## src/rtl/linescanner_sensor_emulator.sv

```systemverilog
// linescanner_sensor_emulator: cycle-accurate line-scan sensor model driven by array strobes.
// Define LINESCAN_EMU_RAMP_EN for a deterministic (index + line) ramp instead of flat exposure data.
module linescanner_sensor_emulator #(
  parameter int PIXELS_PER_LINE = 128,
  parameter int ADC_CYCLES = 16
) (
  input  logic       pixel_clock,
  input  logic       reset,
  input  logic       rst_cvc,
  input  logic       rst_cds,
  input  logic       sample,
  input  logic       load_pulse,
  output logic       end_adc,
  output logic       lval,
  output logic [7:0] data,
  output logic       protocol_error
);
  localparam int IW = $clog2(PIXELS_PER_LINE);
  typedef enum logic {CONV_IDLE, CONV_BUSY} conv_t;
  typedef enum logic {RD_IDLE, RD_ACTIVE} rd_t;
  conv_t conv_state, conv_next;
  rd_t rd_state, rd_next;
  logic sample_q, load_q, cvc_q, armed, hold_valid;
  logic [15:0] exp_cnt, conv_val, hold_val, out_val, out_next;
  logic [7:0] adc_cnt, line_cnt, line_next, pix_next, data_next;
  logic [IW-1:0] idx, idx_next;
  logic sample_rise, sample_fall, load_rise, abort, conv_start, conv_done, load_ok, line_end, err;
  always_comb begin
    sample_rise = sample & ~sample_q;
    sample_fall = ~sample & sample_q;
    load_rise = load_pulse & ~load_q;
    abort = rst_cvc & ~cvc_q & armed;
    conv_start = sample_fall & armed & ~abort & (conv_state == CONV_IDLE);
    conv_done = (conv_state == CONV_BUSY) && (adc_cnt == 8'd0);
    load_ok = load_rise & (rd_state == RD_IDLE) & hold_valid;
    line_end = (rd_state == RD_ACTIVE) && (idx == IW'(PIXELS_PER_LINE - 1));
    conv_next = conv_start ? CONV_BUSY : conv_done ? CONV_IDLE : conv_state;
    rd_next = load_ok ? RD_ACTIVE : line_end ? RD_IDLE : rd_state;
    idx_next = (load_ok || line_end) ? '0 : (rd_state == RD_ACTIVE) ? idx + 1'b1 : idx;
    out_next = load_ok ? hold_val : out_val;
    line_next = line_end ? line_cnt + 8'd1 : line_cnt;
    // A load that coincides with the last pixel still counts as mid-readout, hence ~load_ok alone.
    err = (sample_rise & (rst_cvc | rst_cds)) | abort
        | (sample_fall & armed & ~abort & (conv_state == CONV_BUSY))
        | (conv_done & hold_valid) | (load_rise & ~load_ok);
`ifdef LINESCAN_EMU_RAMP_EN
    pix_next = 8'(idx_next) + line_next;
`else
    pix_next = (|out_next[15:8]) ? 8'hFF : out_next[7:0];
`endif
    data_next = (rd_next == RD_ACTIVE) ? pix_next : 8'd0;
  end
  always_ff @(posedge pixel_clock or posedge reset) begin
    if (reset) begin
      sample_q <= 1'b0;
      load_q <= 1'b0;
      cvc_q <= 1'b0;
      conv_state <= CONV_IDLE;
      rd_state <= RD_IDLE;
      armed <= 1'b0;
      hold_valid <= 1'b0;
      exp_cnt <= '0;
      conv_val <= '0;
      hold_val <= '0;
      out_val <= '0;
      adc_cnt <= '0;
      line_cnt <= '0;
      idx <= '0;
      data <= '0;
      protocol_error <= 1'b0;
    end else begin
      sample_q <= sample;
      load_q <= load_pulse;
      cvc_q <= rst_cvc;
      conv_state <= conv_next;
      rd_state <= rd_next;
      idx <= idx_next;
      out_val <= out_next;
      line_cnt <= line_next;
      data <= data_next;
      protocol_error <= protocol_error | err;
      if (sample_rise && !rst_cvc && !rst_cds) begin
        armed <= 1'b1;
        exp_cnt <= 16'd1;
      end else if (abort || sample_fall) armed <= 1'b0;
      else if (armed && sample && exp_cnt != 16'hFFFF) exp_cnt <= exp_cnt + 16'd1;
      if (conv_start) begin
        conv_val <= exp_cnt;
        adc_cnt <= 8'(ADC_CYCLES - 1);
      end else if (conv_state == CONV_BUSY && adc_cnt != 8'd0) adc_cnt <= adc_cnt - 8'd1;
      if (conv_done) begin
        hold_val <= conv_val;
        hold_valid <= 1'b1;
      end else if (load_ok) hold_valid <= 1'b0;
    end
  end
  assign end_adc = (conv_state == CONV_IDLE);
  assign lval = (rd_state == RD_ACTIVE);
endmodule
```

## config.mk

```make
export PLATFORM = sky130hd
export DESIGN_NAME = linescanner_sensor_emulator
export DESIGN_NICKNAME = d
export VERILOG_FILES = /design/src/rtl/linescanner_sensor_emulator.sv
export SDC_FILE = /design/constraint.sdc
export NUM_CORES = 1
export LEC_CHECK = 0
export ABC_AREA = 1
export CORE_ASPECT_RATIO = 2
export CORE_MARGIN = 8
export CORE_UTILIZATION = 45
export CTS_BUF_LIST = sky130_fd_sc_hd__clkbuf_4 sky130_fd_sc_hd__clkbuf_8
export CTS_CLUSTER_DIAMETER = 120
export DETAILED_ROUTE_END_ITERATION = 12
export PLACE_DENSITY = 0.64
export RECOVER_POWER = 25
export SLEW_MARGIN = 10
export SYNTH_ARGS = -nofsm -noshare
export SYNTH_HDL_FRONTEND = slang
export SYNTH_SLANG_ARGS = --single-unit
```

## constraint.sdc

```tcl
create_clock -name pixel_clock -period 5.6 [get_ports pixel_clock]
set_clock_uncertainty 0.05 [all_clocks]
set_input_delay 1.12 -clock pixel_clock [delete_from_list [all_inputs] [get_ports pixel_clock]]
set_output_delay 1.12 -clock pixel_clock [all_outputs]
set_load 0.05 [all_outputs]
```

# After elaboration in Yosys (flattened, before gate mapping)
# Cells that the tools add are included.
[word_totals]
wordCells = 88
input_bits = 6
output_inout_bits = 11
reg_bits = 95
[classes]
add_sub_neg = 3
n_eq_ne = 3
n_reduce_logical = 21
n_bitwise = 28
mux = 18
[ops]
columns = ["cell", "n"]
rows = [
  ["16-bit 2-to-1 mux", 4],
  ["8-bit 2-to-1 mux", 4],
  ["16-bit by 1-bit adder with 16-bit output, second input constant", 1],
  ["16-bit != test, second input constant", 1],
  ["1-bit AND", 14],
  ["7-bit 2-to-1 mux", 2],
  ["2-bit nonzero test", 6],
  ["8-bit zero test", 1],
  ["1-bit 2-to-1 mux", 8],
  ["1-bit NOT", 8],
  ["8-bit nonzero test", 1],
  ["8-bit OR reduction", 1],
  ["8-bit by 1-bit subtractor with 8-bit output, second input constant", 1],
  ["7-bit by 1-bit adder with 7-bit output, second input constant", 1],
  ["7-bit == test, second input constant", 1],
  ["1-bit logical AND", 7],
  ["1-bit bitwise OR", 6],
  ["1-bit zero test", 2],
  ["1-bit logical OR", 2],
  ["2-bit != test, second input constant", 1],
  ["2-bit AND reduction", 1],
]

# Logic depth before layout (Yosys ltp)
[logic_depth]
ltp_word = 10
depth_mapped = 11
mapped_depth_nobuf = 11

# Worst setup path before layout
# No wires, ideal clock.
[synth_timing]
path_kind = "input port to flip-flop"
startpoint = "input load_pulse"
endpoint = "register data[0]"
cell_stages = 9
slack_ns = 3.425
required_ns = 5.437
arrival_ns = 2.012
path_cell_list = "inv_2 > nor2_2 > nand4_1 > nand2_1 > nand2_1 > nor2_2 > nand3_1 > nand2_1 > inv_1"
[synth_between]
elab_chain_cells = 7
elab_cells_between_ends = 8
classes_between = "mux: 4; bitwise: 3; reduce/logical: 1"
[synth_rtl]
columns = ["element", "line_no", "text"]
rows = [
  ["start: declaration", "12", "input logic load_pulse,"],
  ["1-bit AND *", "31", "load_rise = load_pulse & ~load_q;"],
  ["1-bit AND * (2 in series)", "35", "load_ok = load_rise & (rd_state == RD_IDLE) & hold_valid;"],
  ["16-bit 2-to-1 mux", "40", "out_next = load_ok ? hold_val : out_val;"],
  ["8-bit OR reduction", "49", "pix_next = (|out_next[15:8]) ? 8'hFF : out_next[7:0];"],
  ["8-bit 2-to-1 mux", "49", ""],
  ["8-bit 2-to-1 mux *", "51", "data_next = (rd_next == RD_ACTIVE) ? pix_next : 8'd0;"],
  ["named net data_next[0]", "25", "logic [7:0] adc_cnt, line_cnt, line_next, pix_next, data_next;"],
  ["end signal: assignment", "80", "data <= data_next;"],
  ["end: declaration", "15", "output logic [7:0] data,"],
]
# The timed path passes the listed nets; every way through them passes the cells marked *.
# A chain may end at the register's enable or synchronous reset.

==> results.md <==
- Die Ht: 155 um
- Period minus WS final: 3.40 ns
- Avg WL per Cell: 13.4 um
- # IOs: 17
- Total GRT Usage: 0.140
- Total Wirelength: 8380 um
- Vias in the first global route: 3088
- CTS clk-pin slew, worst paths: 0.08 ns
- CP required: 6.05 ns
- CP endpoint kind: asynchronous set/reset pin
- Power, Total: 1.56 mW
- Final Max Tran Viols: 63
- Net Count, Synth: 509
- Post-DP HPWL: 5970 um
- Core area: 0.00957 mm2
- Postcts setup bufs: 0
- Largest net degree at the start of global routing: 63
- Drt first-iter violations: 118
- Cells along the critical path: dlygate4sd3_1 -> clkinvlp_2 -> buf_4
- Dpl cells: 609
- Cells after synthesis: 499
- Post-cts resize count: 0
- Fin Setup TNS: 0 ns
- Nets@finish: 524
- Layout area overhead: 10.0%
- Fmax: 0.294 GHz
- Worst Hold Class: register to register
- Routed Antenna Nets: 0
- Peak VDD IR: 0.228 mV
- Clk sinks: 95
- Power Density: 324 mW/mm2
- Rows: 51
- Setup crit start kind: primary input
- Arrival @ worst endpoint: 3.85 ns
- CP peak stage delay: 1.53 ns
- Hold Buf Count CTS: 0
- Design area: 0.00481 mm2
- Crit-path max FO: 62
- GPL Wtd Cong: 0.855
- Layout cell share with drive strength beyond 1: 0.0963
- RSZ-0062 raised after global routing: false
- Post-Synthesis Cell Area: 0.00437 mm2
- Dpl cell area: 0.00461 mm2
- Crit path kind: primary input to asynchronous set/reset pin
- Clk root buf: clkbuf_8
- Via density: 5.05
- Final Hold Vio Count: 0
- Num CTS Buffers: 9
- Bufs on Longest Clock Path: 2
- Filler cell count: 914
- Vias: 3156
- Worst slew pin tran: 2.70 ns
- Failing checks: max-capacitance violations, max-slew violations
- CTS tree: done
- Hold path start: conv_val[6]
- H-Tree Depth: 3
- Worst-Skew Late Latency: 0.36 ns
- Residual DRC: 0
- Synth warn: 0
- Crit path launch: reset
- Port Buffers: 16
- Mean Syn Cell Area: 8.76 um2
- Final setup fails: 0
- Synth unique cells: 32
- First-pass GRT wire length: 14700 um
- Post-route insts no fill: 625
- CP max-delay cell: clkinvlp_2
- Congestion Overflow GR: 0
- Initial core utilization: 0.457
- Initial antenna violation count: 0
- 1st-pass router iterations: 4
- Die area: 0.0133 mm2
- Die X: 85.7 um
- Number of synthesized register bits: 95
- Ant diodes: 0
- Status: complete, but fails checks
- Fraction of the yosys area taken by sequential cells: 0.544
- Reg-to-Reg Start: lval
- Maximum capacitance violations: 1
- Slew margin rel.: -0.807
- Leakage power: 2.48 nW
- Fin crit share: 0.607
==> path summary, 6_finish.rpt <==
path                                     to  slack, ns  cells past startpoint
worst max-delay path             exp_cnt[6]       2.20                      3
worst min-delay path            conv_val[6]       0.44                      2
worst max register to register      data[4]       3.18                      8
worst min register to register  conv_val[6]       0.44                      2
max in group pixel_clock            data[4]       2.55                      8
min in group asynchronous            idx[5]       1.91                      2
==> where the power goes <==
group          internal, mW  switching, mW
sequential            0.773         0.0608
combinational        0.0901          0.173
clock                 0.233          0.226
==> layout by cell type (no fill, tap or decap), types with 3 or more instances in the layout <==
| cell type | count |
|---|---|
| inv_2 | 8 |
| or2_2 | 8 |
| ha_1 | 4 |
| nand3_1 | 48 |
| dlygate4sd3_1 | 4 |
| o21ai_1 | 5 |
| nand3b_1 | 10 |
| nor2_1 | 39 |
| a21oi_1 | 13 |
| nor3_1 | 6 |
| nand4_1 | 15 |
| clkbuf_4 | 3 |
| o21ai_0 | 26 |
| clkdlybuf4s50_1 | 12 |
| xor2_1 | 13 |
| clkbuf_8 | 10 |
| nand2_1 | 104 |
| dfrtp_1 | 95 |
| mux2_2 | 6 |
| nor2_2 | 3 |
| inv_1 | 68 |
==> kinds of logic after synthesis <==
group / synth area share
multiplexers: 0.0206
XOR/XNOR: 0.0301
flip-flops: 0.544
AND/OR/NAND/NOR: 0.250
buffers and inverters: 0.0827
adder cells (fa/ha/maj): 0.0115
AO/OA/AOI/OAI: 0.0616
==> layout make-up <==
class | count | area [um2] | area share
clock buffer | 13 | 160 | 0.0333
multi-input combinational | 313 | 1630 | 0.339
tap | 106 | 133 | 0.0276
sequential | 95 | 2380 | 0.494
timing repair buffer | 18 | 175 | 0.0364
inverter | 77 | 290 | 0.0604
clock inverter | 3 | 42.5 | 0.00884
==> sequential cells by signal, indices dropped and copies added, names as in the netlist <==
name,flops
load_q,1
out_val,16
exp_cnt,16
hold_valid,1
conv_state,1
lval,1
adc_cnt,8
sample_q,1
protocol_error,1
idx,7
hold_val,16
armed,1
data,8
conv_val,16
cvc_q,1
==> Yosys cell counts (all sizes together) <==
master	n	area share
a211oi	1	0.0017
o21ai	32	0.039
ha	4	0.011
clkbuf	7	0.0060
nand4	15	0.021
xnor2	2	0.0040
nand3b	10	0.017
nor2	43	0.040
mux2	8	0.021
or2	8	0.011
xor2	13	0.026
o2111ai	1	0.0020
nand3	48	0.055
dfrtp	95	0.54
nor3b	1	0.0017
a21oi	14	0.019
inv	77	0.066
buf	7	0.011
nand2	106	0.093
nor3	7	0.0092
==> critical path, delay by kind of cell <==
family	cells	cell delay, ns
buf+inv	3	2.69
==> metrics by stage <==
stage / hold slack, ns / util / setup WS [ns]
2_1_floorplan: 0.392 / - / 1.95
3_3_place_gp: 0.417 / 0.481 / 2.34
3_5_place_dp: 0.421 / 0.481 / 2.24
4_1_cts: 0.441 / 0.503 / 2.62
5_1_grt: 0.465 / 0.502 / 1.66
6_report: 0.436 / 0.502 / 2.20
==> layer usage <==
layer,global-route usage,vias up,part of all wire
met5,0,-,0
met4,0.0800,0,0.026
met3,0.0232,15,0.021
met2,0.232,36,0.49
met1,0.167,1496,0.46
li1,-,1609,-
Power figures use the tool's default switching activity.
